File: config.mk
export PLATFORM = sky130hd
export DESIGN_NAME = cpu_sequencer
export DESIGN_NICKNAME = d
export VERILOG_FILES = /design/src/rtl/cpu_sequencer.sv
export SDC_FILE = /design/constraint.sdc
export NUM_CORES = 1
export LEC_CHECK = 0
export CORE_MARGIN = 2
export CORE_UTILIZATION = 42
export DETAILED_ROUTE_END_ITERATION = 10
export GPL_TIMING_DRIVEN = 0
export PLACE_DENSITY = 0.81
export SLEW_MARGIN = 20
export SYNTH_ARGS = -nofsm -noshare
export SYNTH_HDL_FRONTEND = slang
export SYNTH_SLANG_ARGS = --single-unit
File: constraint.sdc
create_clock -name clk -period 1.6 [get_ports clk]
set_input_delay 0.32 -clock clk [delete_from_list [all_inputs] [get_ports clk]]
set_output_delay 0.32 -clock clk [all_outputs]
set_load 0.01 [all_outputs]
File: src/rtl/cpu_sequencer.sv
// cpu_sequencer: sequential front end of the 8-phase accumulator CPU.
// Owns the phase counter, instruction register, program counter, halt
// latch and the retired-instruction counter.
// Optional single-instruction stepping is compiled in with the macro
// CPU_SEQUENCER_STEP_EN, which adds the step_mode and step inputs.
//
// Strobe semantics: ld_ir/inc_pc/ld_pc are level strobes that act only on
// an edge where the sequencer advances a phase; resume and step are
// single-cycle pulses sampled on the rising edge; no handshaking back.
module cpu_sequencer #(
    parameter int DATA_WIDTH   = 8,
    parameter int OPCODE_WIDTH = 3,
    parameter int ADDR_WIDTH   = 5,
    parameter int CNT_WIDTH    = 16
) (
    input  logic                    clk,
    input  logic                    rst,
    input  logic [DATA_WIDTH-1:0]   data_in,
    input  logic                    ld_ir,
    input  logic                    inc_pc,
    input  logic                    ld_pc,
    input  logic                    halt,
    input  logic                    sel,
    input  logic                    resume,
`ifdef CPU_SEQUENCER_STEP_EN
    input  logic                    step_mode,
    input  logic                    step,
`endif
    output logic [2:0]              phase,
    output logic [OPCODE_WIDTH-1:0] opcode,
    output logic [ADDR_WIDTH-1:0]   ir_addr,
    output logic [ADDR_WIDTH-1:0]   pc_addr,
    output logic [ADDR_WIDTH-1:0]   addr,
    output logic                    halted,
    output logic [CNT_WIDTH-1:0]    instr_cnt
);

    // Sequencer mode; MODE_HALTED is visible directly as the halted output.
    typedef enum logic [1:0] {
        MODE_RUN       = 2'd0,
        MODE_HALTED    = 2'd1,
        MODE_STEP_WAIT = 2'd2
    } mode_t;

    mode_t                  mode_q, mode_d;
    logic                   advance;   // this edge executes a normal phase
    logic                   wrap;      // this edge is a phase 7 -> 0 transition
    logic                   step_on;
    logic [2:0]             phase_q;
    logic [DATA_WIDTH-1:0]  ir_q;
    logic [ADDR_WIDTH-1:0]  pc_q;
    logic [CNT_WIDTH-1:0]   cnt_q;

`ifdef CPU_SEQUENCER_STEP_EN
    assign step_on = step_mode;
`else
    assign step_on = 1'b0;
`endif

    assign wrap = advance && (phase_q == 3'd7);

    // Mode next-state: decides whether this edge advances and where it lands.
    always_comb begin
        mode_d  = mode_q;
        advance = 1'b0;
        case (mode_q)
            MODE_RUN: begin
                if (halt) mode_d = MODE_HALTED;
                else      advance = 1'b1;
            end
            MODE_HALTED: begin
                // halt is ignored on the resume edge so the HLT's own PC
                // increment completes without re-entering the halt.
                if (resume) begin
                    mode_d  = MODE_RUN;
                    advance = 1'b1;
                end
            end
`ifdef CPU_SEQUENCER_STEP_EN
            MODE_STEP_WAIT: begin
                if (halt) begin
                    mode_d = MODE_HALTED;
                end else if (!step_mode || step) begin
                    mode_d  = MODE_RUN;
                    advance = 1'b1;
                end
            end
`endif
            default: mode_d = MODE_RUN;
        endcase
        // Each completed instruction parks in step-wait while stepping.
        if (wrap && step_on) mode_d = MODE_STEP_WAIT;
    end

    // State register plus datapath updates, gated by advance.
    always_ff @(posedge clk) begin
        if (rst) begin
            mode_q  <= MODE_RUN;
            phase_q <= 3'd0;
            ir_q    <= '0;
            pc_q    <= '0;
            cnt_q   <= '0;
        end else begin
            mode_q <= mode_d;
            if (advance) begin
                phase_q <= phase_q + 3'd1;
                if (ld_ir) ir_q <= data_in;
                if (ld_pc)       pc_q <= ir_q[ADDR_WIDTH-1:0];
                else if (inc_pc) pc_q <= pc_q + ADDR_WIDTH'(1);
                if (wrap && (cnt_q != {CNT_WIDTH{1'b1}})) cnt_q <= cnt_q + CNT_WIDTH'(1);
            end
        end
    end

    assign phase     = phase_q;
    assign opcode    = ir_q[DATA_WIDTH-1 -: OPCODE_WIDTH];
    assign ir_addr   = ir_q[ADDR_WIDTH-1:0];
    assign pc_addr   = pc_q;
    assign addr      = sel ? pc_q : ir_q[ADDR_WIDTH-1:0];
    assign halted    = (mode_q == MODE_HALTED);
    assign instr_cnt = cnt_q;

endmodule
# Word level (Yosys, flattened, before mapping)

Cells that the tools add are included.
W data, S select, Z words.

Flip-flop bits (word level): 34
Input port bits: 16
Output and inout port bits: 38
Logic and storage cells: 30

$add $sub $neg: 3
Eq/ne operators: 5
Mux-type cells: 9
Reduce and logical (&&, ||, !) cells: 8

Operators by type and width:

| cell                    | number |
|---|---|
| $add A16 B1 Y16 const B | 1 |
| $ne A16 B16 Y1 const B  | 1 |
| $mux W5                 | 3 |
| $reduce_and A2 Y1       | 4 |
| $add A5 B1 Y5 const B   | 1 |
| $mux W2                 | 2 |
| $ne A2 B2 Y1 const B    | 2 |
| $pmux W2 S2             | 1 |
| $add A3 B1 Y3 const B   | 1 |
| $eq A3 B3 Y1 const B    | 1 |
| $eq A2 B1 Y1 const B    | 1 |
| $logic_and A1 B1 Y1     | 2 |
| $logic_not A2 Y1        | 1 |
| $mux W1                 | 2 |
| $pmux W1 S2             | 1 |
| $reduce_bool A2 Y1      | 1 |

# Logic depth before layout (Yosys ltp)

Gate-level depths: netlist of the first run.

Word-level depth: 5
Gate-level depth with buffers: 7
Gate-level depth less buffers: 6

# Worst setup path before layout of the first run

Ideal clock, no wire load.

Kind: reg2reg
Start point: reg cnt_q[0], in the netlist instr_cnt[0]
End point: reg cnt_q[15], in the netlist instr_cnt[15]
Library setup time: 123 ps
Arrival time: 1595 ps
Required time: 1477 ps
Slack: -118 ps
Stages on the path, launching flop included: 7
Buffers on the path: 1
Clock period less this slack: 1718 ps
Path through: dfxtp_1 ha_1 nand4_1 nor4_4 buf_6 nor4_1 mux2_1

Word-level cells in the longest chain between the ends: 3
Elaborated cells between the ends (all ways): 4
Classes of those cells: 1 x add/sub; 1 x eq/ne; 2 x reduce/logical

RTL lines:

| element                                                                 | line | source |
|---|---|---|
| start: declaration                                                      | 52   | `logic [CNT_WIDTH-1:0] cnt_q;` |
| start signal: assignment                                                | 110  | `if (wrap && (cnt_q != {CNT_WIDTH{1'b1}})) cnt_q <= cnt_q + CNT_WIDTH'(1);` |
| parallel branches: the longest is 3 deep, another holds $add A16 B1 Y16 | -    |  |

Several ways; the timed one is not identified.
A chain may end at the register's enable or synchronous reset.

# Worst setup path in the final report of the first run

Start point: reg cnt_q[0], in the netlist instr_cnt[0]
End point: reg cnt_q[13], in the netlist instr_cnt[13]

The elaborated chain is that of the path after synthesis.

==> implementation parameters, run 1 <==
Parameter                              Value

GRT
  Number of global-route vias before repair    1623
  Antenna violations before repair    0
  Overall global routing resource usage    21.91%
  First-pass GRT wire length    7548 um
  Overall overflow remaining after global route    0
  Maximum number of pins on one net before global-route repair    11

Routing
  Count of routing violations after the opening detailed-route iteration    97
  Detail-routed via count per cell    5.588
  Wire per inst    15.28 um
  Length of routed met2 wiring    2432 um
  Met3 WL post-DR    228 um
  Pre-Repair DR Iteration Count    4
  Routed metal-1 wirelength    2224 um
  Via total after detailed routing    1816
  Top routing layer in use    met4
  Final wirelength    4965 um
  Detailed-route DRC error count    0
  Number of antenna-violating nets in the routed design    0

Worst setup path
  Ordered list of cells on the worst path    ha_4 > nand4_1 > nor4_4 > buf_6 > nor4_2 > mux2_1
  Startpoint types    flip-flop
  Worst-case reg-to-reg path depth    6
  Stages on the worst setup path    6
  Worst path top cell family by delay    simple AND/OR/NAND/NOR gates
  Largest fanout on the critical path    8
  Largest stage delay on the critical path    360 ps
  Crit Path Category    flip-flop to flip-flop
  Sort of element at the end of the critical path    flip-flop
  Data arrival at the endpoint of the critical path    1880 ps
  Data required time at the worst endpoint    1770 ps
  Sum of buffers and inverters on the critical path    1
  Cell with the biggest individual delay on the critical path    sky130_fd_sc_hd__mux2_1

Yosys
  Ranking of synthesized cells by area    sky130_fd_sc_hd__dfxtp_1, sky130_fd_sc_hd__a21oi_1, sky130_fd_sc_hd__nand3_1
  Flip-flop and latch count after synthesis    33
  Synthesized area per cell    8.609 um^2
  Area share of the leading cell type in the synthesized netlist    38.18%
  Number of distinct standard cells referenced by the synthesized netlist    44
  Seq/Total Area, Yosys    38.18%
  Synthesized instance count    201
  Synth warn    0
  Cell taking the most area after synthesis    sky130_fd_sc_hd__dfxtp_1
  Net count of the mapped netlist    221
  Cell area after synthesis    1730 um^2

Layout
  Area added between synthesis and finish    58.06%
  Post-layout nets    294
  Ratio of cells with drive above 1 in the final layout    32.00%
  Diodes inserted    0

STA
  Crit path setup slack, layout    -104.1 ps
  Final Skew    4.460 ps
  Max transition margin    67.19%
  Final period util    106.5%
  Fmax    586.8 MHz
  Post-layout minimum cycle time    1704 ps
  Unrepaired setup endpoints after global routing    yes
  Transition at the pin with the smallest max-transition slack    492.1 ps
  Count of endpoints failing setup in the final report    10
  Max Transition Viols Final    0
  Setup Total Neg Slack    -438.6 ps
  Final number of hold-violating endpoints    0

Job
  Number of violations of the max-capacitance limit    0

Die
  Row count    23
  Chip Width    68.19 um
  Count of pins on the block boundary    54
  Chip height    68.19 um
  Starting density of the core    43.57%
  Area inside the core boundary    3971 um^2
  Area of the die    4649 um^2

Place
  GPL Wtd Cong    0.8808
  Dpl hpwl    3085 um
  PortBufs    52
  Worst setup slack before clock tree synthesis    -507.9 ps

Worst hold path
  Tightest Hold Check Type    flip-flop to flip-flop
  Hold Path Stages    2

Run status
  Run status    finished with violations
  Failing checks    negative setup slack

CTS
  Number of clock buffers inserted by TritonCTS    5
  Clock Pin Slew Worst Setup and Hold Paths    60 ps
  CTS tree    done
  Clock root buffer master    sky130_fd_sc_hd__clkbuf_8
  Cts-stage hold buffer count    0
  Number of clock sinks    33
  Max Root-Sink Buffers    2
  Deepest level of the CTS H-tree    2
  Insertion delay of the later-clocked pin in the worst-skew pair    290 ps

Power
  Overall power after layout    1.771 mW
  Largest vdd supply drop    474.2 uV
  Static leakage    1.040 nW
  Total power per unit cell area    647.5 nW/um^2
## worst register-to-register path, cell delays in order (launching register included)
cell	delay [ps]
sky130_fd_sc_hd__dfxtp_4	350
sky130_fd_sc_hd__ha_4	160
sky130_fd_sc_hd__nand4_1	170
sky130_fd_sc_hd__nor4_4	60
sky130_fd_sc_hd__buf_6	150
sky130_fd_sc_hd__nor4_2	330
sky130_fd_sc_hd__mux2_1	360
## area by class of cell
type | instances | area [um^2]
Buffer | 12 | 91.34
Clock buffer | 8 | 80.08
Fill cell | 314 | 1236
Inverter | 2 | 7.507
Multi-Input combinational cell | 154 | 1151
Sequential cell | 33 | 699.4
Tap cell | 50 | 62.56
Timing Repair Buffer | 66 | 643.1
## power breakdown
part	total (mW)	switching, mW	internal (mW)	leakage [nW]
Combinational	0.285	0.132	0.153	0.721
Sequential	0.878	0.0305	0.848	0.280
Clock	0.607	0.298	0.309	0.0395
Total	1.77	0.461	1.31	1.04
## flip-flops by register name, indices dropped and copies added, names as in the netlist
signal,cells
instr_cnt,16
ir_q,8
mode_q,1
pc_addr,5
phase,3
## final timing paths
path	start	end	slack [ps]
setup reg to reg	instr_cnt[0]	instr_cnt[13]	-100
hold / removal	ir_q[5]	ir_q[5]	470
hold reg to reg	ir_q[5]	ir_q[5]	470
setup / recovery	instr_cnt[0]	instr_cnt[13]	-100
## synthesized netlist by cell type (all sizes together)
master / number
a211oi: 1
a21oi: 20
a22o: 1
a31oi: 3
and2: 2
and3: 3
and4: 1
buf: 7
clkbuf: 5
dfxtp: 33
ha: 4
inv: 2
mux2: 11
mux2i: 3
nand2: 19
nand2b: 2
nand3: 21
nand4: 5
nor2: 14
nor2b: 6
nor3: 3
nor4: 6
nor4b: 1
o211a: 1
o211ai: 1
o21a: 1
o21ai: 5
o22a: 1
o31a: 1
o31ai: 7
o41ai: 1
or3: 2
or3b: 1
or4: 6
xnor2: 1
## cell usage in the layout, fill, tap and decap left out, types with 3 or more instances in the layout
| master | Yosys | layout |
|---|---|---|
| sky130_fd_sc_hd__clkbuf_1 | 5 | 6 |
| sky130_fd_sc_hd__nor3_1 | 3 | 3 |
| sky130_fd_sc_hd__o21ai_0 | 3 | 3 |
| sky130_fd_sc_hd__dfxtp_1 | 33 | 10 |
| sky130_fd_sc_hd__nand2_1 | 19 | 19 |
| sky130_fd_sc_hd__or4_1 | 6 | 3 |
| sky130_fd_sc_hd__dfxtp_2 | 0 | 19 |
| sky130_fd_sc_hd__clkdlybuf4s50_1 | 0 | 41 |
| sky130_fd_sc_hd__clkbuf_8 | 0 | 5 |
| sky130_fd_sc_hd__mux2_1 | 4 | 4 |
| sky130_fd_sc_hd__dlygate4sd2_1 | 0 | 8 |
| sky130_fd_sc_hd__clkbuf_2 | 0 | 3 |
| sky130_fd_sc_hd__a21oi_2 | 0 | 5 |
| sky130_fd_sc_hd__dfxtp_4 | 0 | 4 |
| sky130_fd_sc_hd__mux2i_1 | 3 | 3 |
| sky130_fd_sc_hd__ha_4 | 0 | 3 |
| sky130_fd_sc_hd__nand3_1 | 19 | 18 |
| sky130_fd_sc_hd__nand4_1 | 4 | 4 |
| sky130_fd_sc_hd__or4_4 | 0 | 3 |
| sky130_fd_sc_hd__o31ai_1 | 7 | 6 |
| sky130_fd_sc_hd__buf_4 | 1 | 12 |
| sky130_fd_sc_hd__nor2_1 | 14 | 14 |
| sky130_fd_sc_hd__mux2_2 | 7 | 7 |
| sky130_fd_sc_hd__nor4_2 | 0 | 5 |
| sky130_fd_sc_hd__a21oi_1 | 20 | 15 |
| sky130_fd_sc_hd__a31oi_1 | 3 | 3 |
| sky130_fd_sc_hd__nor2b_1 | 6 | 6 |
| sky130_fd_sc_hd__buf_6 | 2 | 5 |
## per-layer routing
metal,up-vias,GRT usage [%]
met5,-,0
met4,0,8.750
met3,9,4.934
met2,53,35.32
met1,858,28.31
li1,896,-
## cells by family (layout without fill, tap and decap cells)
family                     count (synthesis)  after routing  synth area share, %
muxes                                     14             14                8.894
and+or+nand+nor                           92             92                29.94
adders and majority gates                  4              4                2.892
buffers and inverters                     14             88                4.338
xor gates and xnor gates                   1              1               0.5062
AOI/OAI and AO/OA                         43             43                15.26
DFF                                       33             33                38.18
## stage by stage
step | cells | cell area (um^2) | utilization [%] | hold slack [ps]
floorplan | 201 | 1744 | - | 467.5
global placement | 303 | 2327 | 58.60 | 444.2
detailed placement | 303 | 2327 | 58.60 | 459.2
CTS | 320 | 2576 | 64.87 | 452.0
global route | 325 | 2735 | 68.87 | 482.1
finish | 325 | 2735 | 68.87 | 465.3
## repair_timing
item,in CTS,in global routing
setup endpoints to repair,32,36
resized for setup,43,33
gates cloned,0,1
pin swaps,11,13
setup buffers,9,4
Note: power is estimated with default switching activity, not from simulation.
==> run 2: changes to the inputs <==
--- a/config.mk
+++ b/config.mk
@@ -6,10 +6,12 @@
 export NUM_CORES = 1
 export LEC_CHECK = 0
 export CORE_MARGIN = 2
-export CORE_UTILIZATION = 42
+export CORE_UTILIZATION = 56
 export DETAILED_ROUTE_END_ITERATION = 10
+export DONT_BUFFER_PORTS = 1
 export GPL_TIMING_DRIVEN = 0
-export PLACE_DENSITY = 0.81
+export PLACE_DENSITY = 0.79
+export RECOVER_POWER = 50
 export SLEW_MARGIN = 20
 export SYNTH_ARGS = -nofsm -noshare
 export SYNTH_HDL_FRONTEND = slang
==> implementation parameters, run 2 (synthesis gave the netlist of run 1 again) <==
Parameter                              Value

STA
  Unrepaired setup endpoints after global routing    yes
  Fmax    570.2 MHz
  Max Transition Viols Final    0
  Max transition margin    60.74%
  Final period util    109.6%
  Transition at the pin with the smallest max-transition slack    588.9 ps
  Count of endpoints failing setup in the final report    15
  Final number of hold-violating endpoints    0
  Final Skew    10.17 ps
  Post-layout minimum cycle time    1754 ps
  Crit path setup slack, layout    -153.8 ps

Layout
  Post-layout nets    237
  Area occupied by multi-input gates    1141 um^2
  Flip-flop count of the largest register after layout    16
  Utilization of the core after routing    72.08%
  Sequential cell area    706.9 um^2
  Diodes inserted    0
  Finished Layout Cells    251
  Area added between synthesis and finish    25.09%
  Ratio of cells with drive above 1 in the final layout    34.86%
  Commonest non-fill, non-tap cell in the layout    sky130_fd_sc_hd__nand2_1
  Filler instances    215
  Highest-count cells in the layout ignoring fill and taps    sky130_fd_sc_hd__nand2_1, sky130_fd_sc_hd__nand3_1, sky130_fd_sc_hd__a21oi_1

Routing
  Detailed-route DRC error count    0
  Count of routing violations after the opening detailed-route iteration    75
  Final wirelength    4613 um
  Number of antenna-violating nets in the routed design    0
  Wire per inst    18.38 um
  Via total after detailed routing    1695
  Detail-routed via count per cell    6.753
  Pre-Repair DR Iteration Count    4

Die
  Chip Width    59.59 um
  Chip height    59.59 um
  Area of the die    3550 um^2
  Area inside the core boundary    3003 um^2
  Row count    20
  Count of pins on the block boundary    54
  Starting density of the core    57.63%

CTS
  CTS tree    done
  Number of clock sinks    33
  Clock Pin Slew Worst Setup and Hold Paths    110 ps
  Number of clock buffers inserted by TritonCTS    5
  Max Root-Sink Buffers    2
  Deepest level of the CTS H-tree    2
  Clock root buffer master    sky130_fd_sc_hd__clkbuf_4
  Insertion delay of the later-clocked pin in the worst-skew pair    340 ps

Place
  PortBufs    0
  GPL Wtd Cong    0.8816
  Dpl hpwl    2932 um
  Post-Place Cells    234

Worst setup path
  Launching point of the worst reg2reg path    instr_cnt[0]
  Largest fanout on the critical path    7
  Sort of element at the end of the critical path    flip-flop
  Setup slack of the worst register-to-register path    -150 ps
  Data required time at the worst endpoint    1860 ps
  Crit Path Category    flip-flop to flip-flop
  Worst-case reg-to-reg path depth    7
  Cell repeated most along the worst path    sky130_fd_sc_hd__buf_6
  Data arrival at the endpoint of the critical path    2020 ps
  Ordered list of cells on the worst path    ha_4 > nand4_1 > nor4_4 > buf_6 > buf_6 > or4_1 > a21oi_1
  End of the worst register-to-register path    instr_cnt[5]
  Startpoint types    flip-flop
  Endpoint of the most critical setup path    instr_cnt[5]
  Cell with the biggest individual delay on the critical path    sky130_fd_sc_hd__or4_1
  Largest stage delay on the critical path    480 ps
  Setup crit start    instr_cnt[0]

GRT
  First-pass GRT wire length    7134 um
  Antenna violations before repair    0
  Number of global-route vias before repair    1576
  Maximum number of pins on one net before global-route repair    12
  Overall overflow remaining after global route    0
  Overall global routing resource usage    25.73%

Job
  Number of violations of the max-capacitance limit    0

Run status
  Run status    finished with violations
  Failing checks    negative setup slack

Power
  Largest vdd supply drop    603.9 uV
  Static leakage    0.7528 nW
  Total power per unit cell area    793.0 nW/um^2

Worst hold path
  Source of the worst hold timing path    data_in[7]
  Tightest Hold Check Type    primary input to flip-flop
-- run 2: metrics by stage --
step	hold WS (ps)	setup slack, ps	instance area (um^2)	setup TNS [ps]	power, mW
6_report	113.5	-153.8	2165	-983.7	1.717
5_1_grt	104.5	-191.7	2165	-2108	1.780
4_1_cts	112.5	-126.4	1967	-1412	1.715
3_3_place_gp	472.2	-192.4	1785	-1912	1.049
3_5_place_dp	476.5	-245.4	1785	-2723	1.059
2_1_floorplan	467.5	9.129	1744	0	1.022
-- run 2: worst min path at each step --
stage                   end  cells past startpoint
floorplan           ir_q[5]                      2
global route        ir_q[2]                      2
detailed placement  ir_q[4]                      2
CTS                 ir_q[4]                      2
finish              ir_q[7]                      2
global placement    ir_q[3]                      2
-- run 2: per-layer routing --
metal	global-route usage (%)	vias up	share of wire, %
li1	-	789	-
met1	31.64	819	39
met2	42.07	72	52
met3	7.205	15	6.9
met4	10.79	0	2.2
met5	0	-	0
-- run 2: layout make-up --
class,instances,share of cell area [%]
plain buffers,12,4.162
well taps,33,1.908
clock inverters,2,1.734
multi-input cells,154,52.72
clock buffers,6,2.370
flip-flops and latches,33,32.66
inverters,2,0.3468
repair buffers,9,4.104
-- run 2: timing repair --
action | in CTS | in global routing
gates resized for setup | 20 | 41
buffers inserted | 4 | 4
endpoints found under the setup margin | 16 | 26
pin swaps | 6 | 10
hold buffers | 0 | 0
gates cloned | 0 | 1
-- run 2: power by group --
group | internal [mW] | switching [mW]
clock | 0.371 | 0.299
sequential | 0.842 | 0.0491
combinational | 0.0653 | 0.0903
total | 1.28 | 0.438
-- run 2: critical path, delay by kind of cell, from the launching register on --
kind | cells | cell delay, ps
AOI/OAI and AO/OA | 1 | 160
adders and majority gates | 1 | 170
DFF | 1 | 390
and+or+nand+nor | 3 | 690
buffers and inverters | 2 | 270
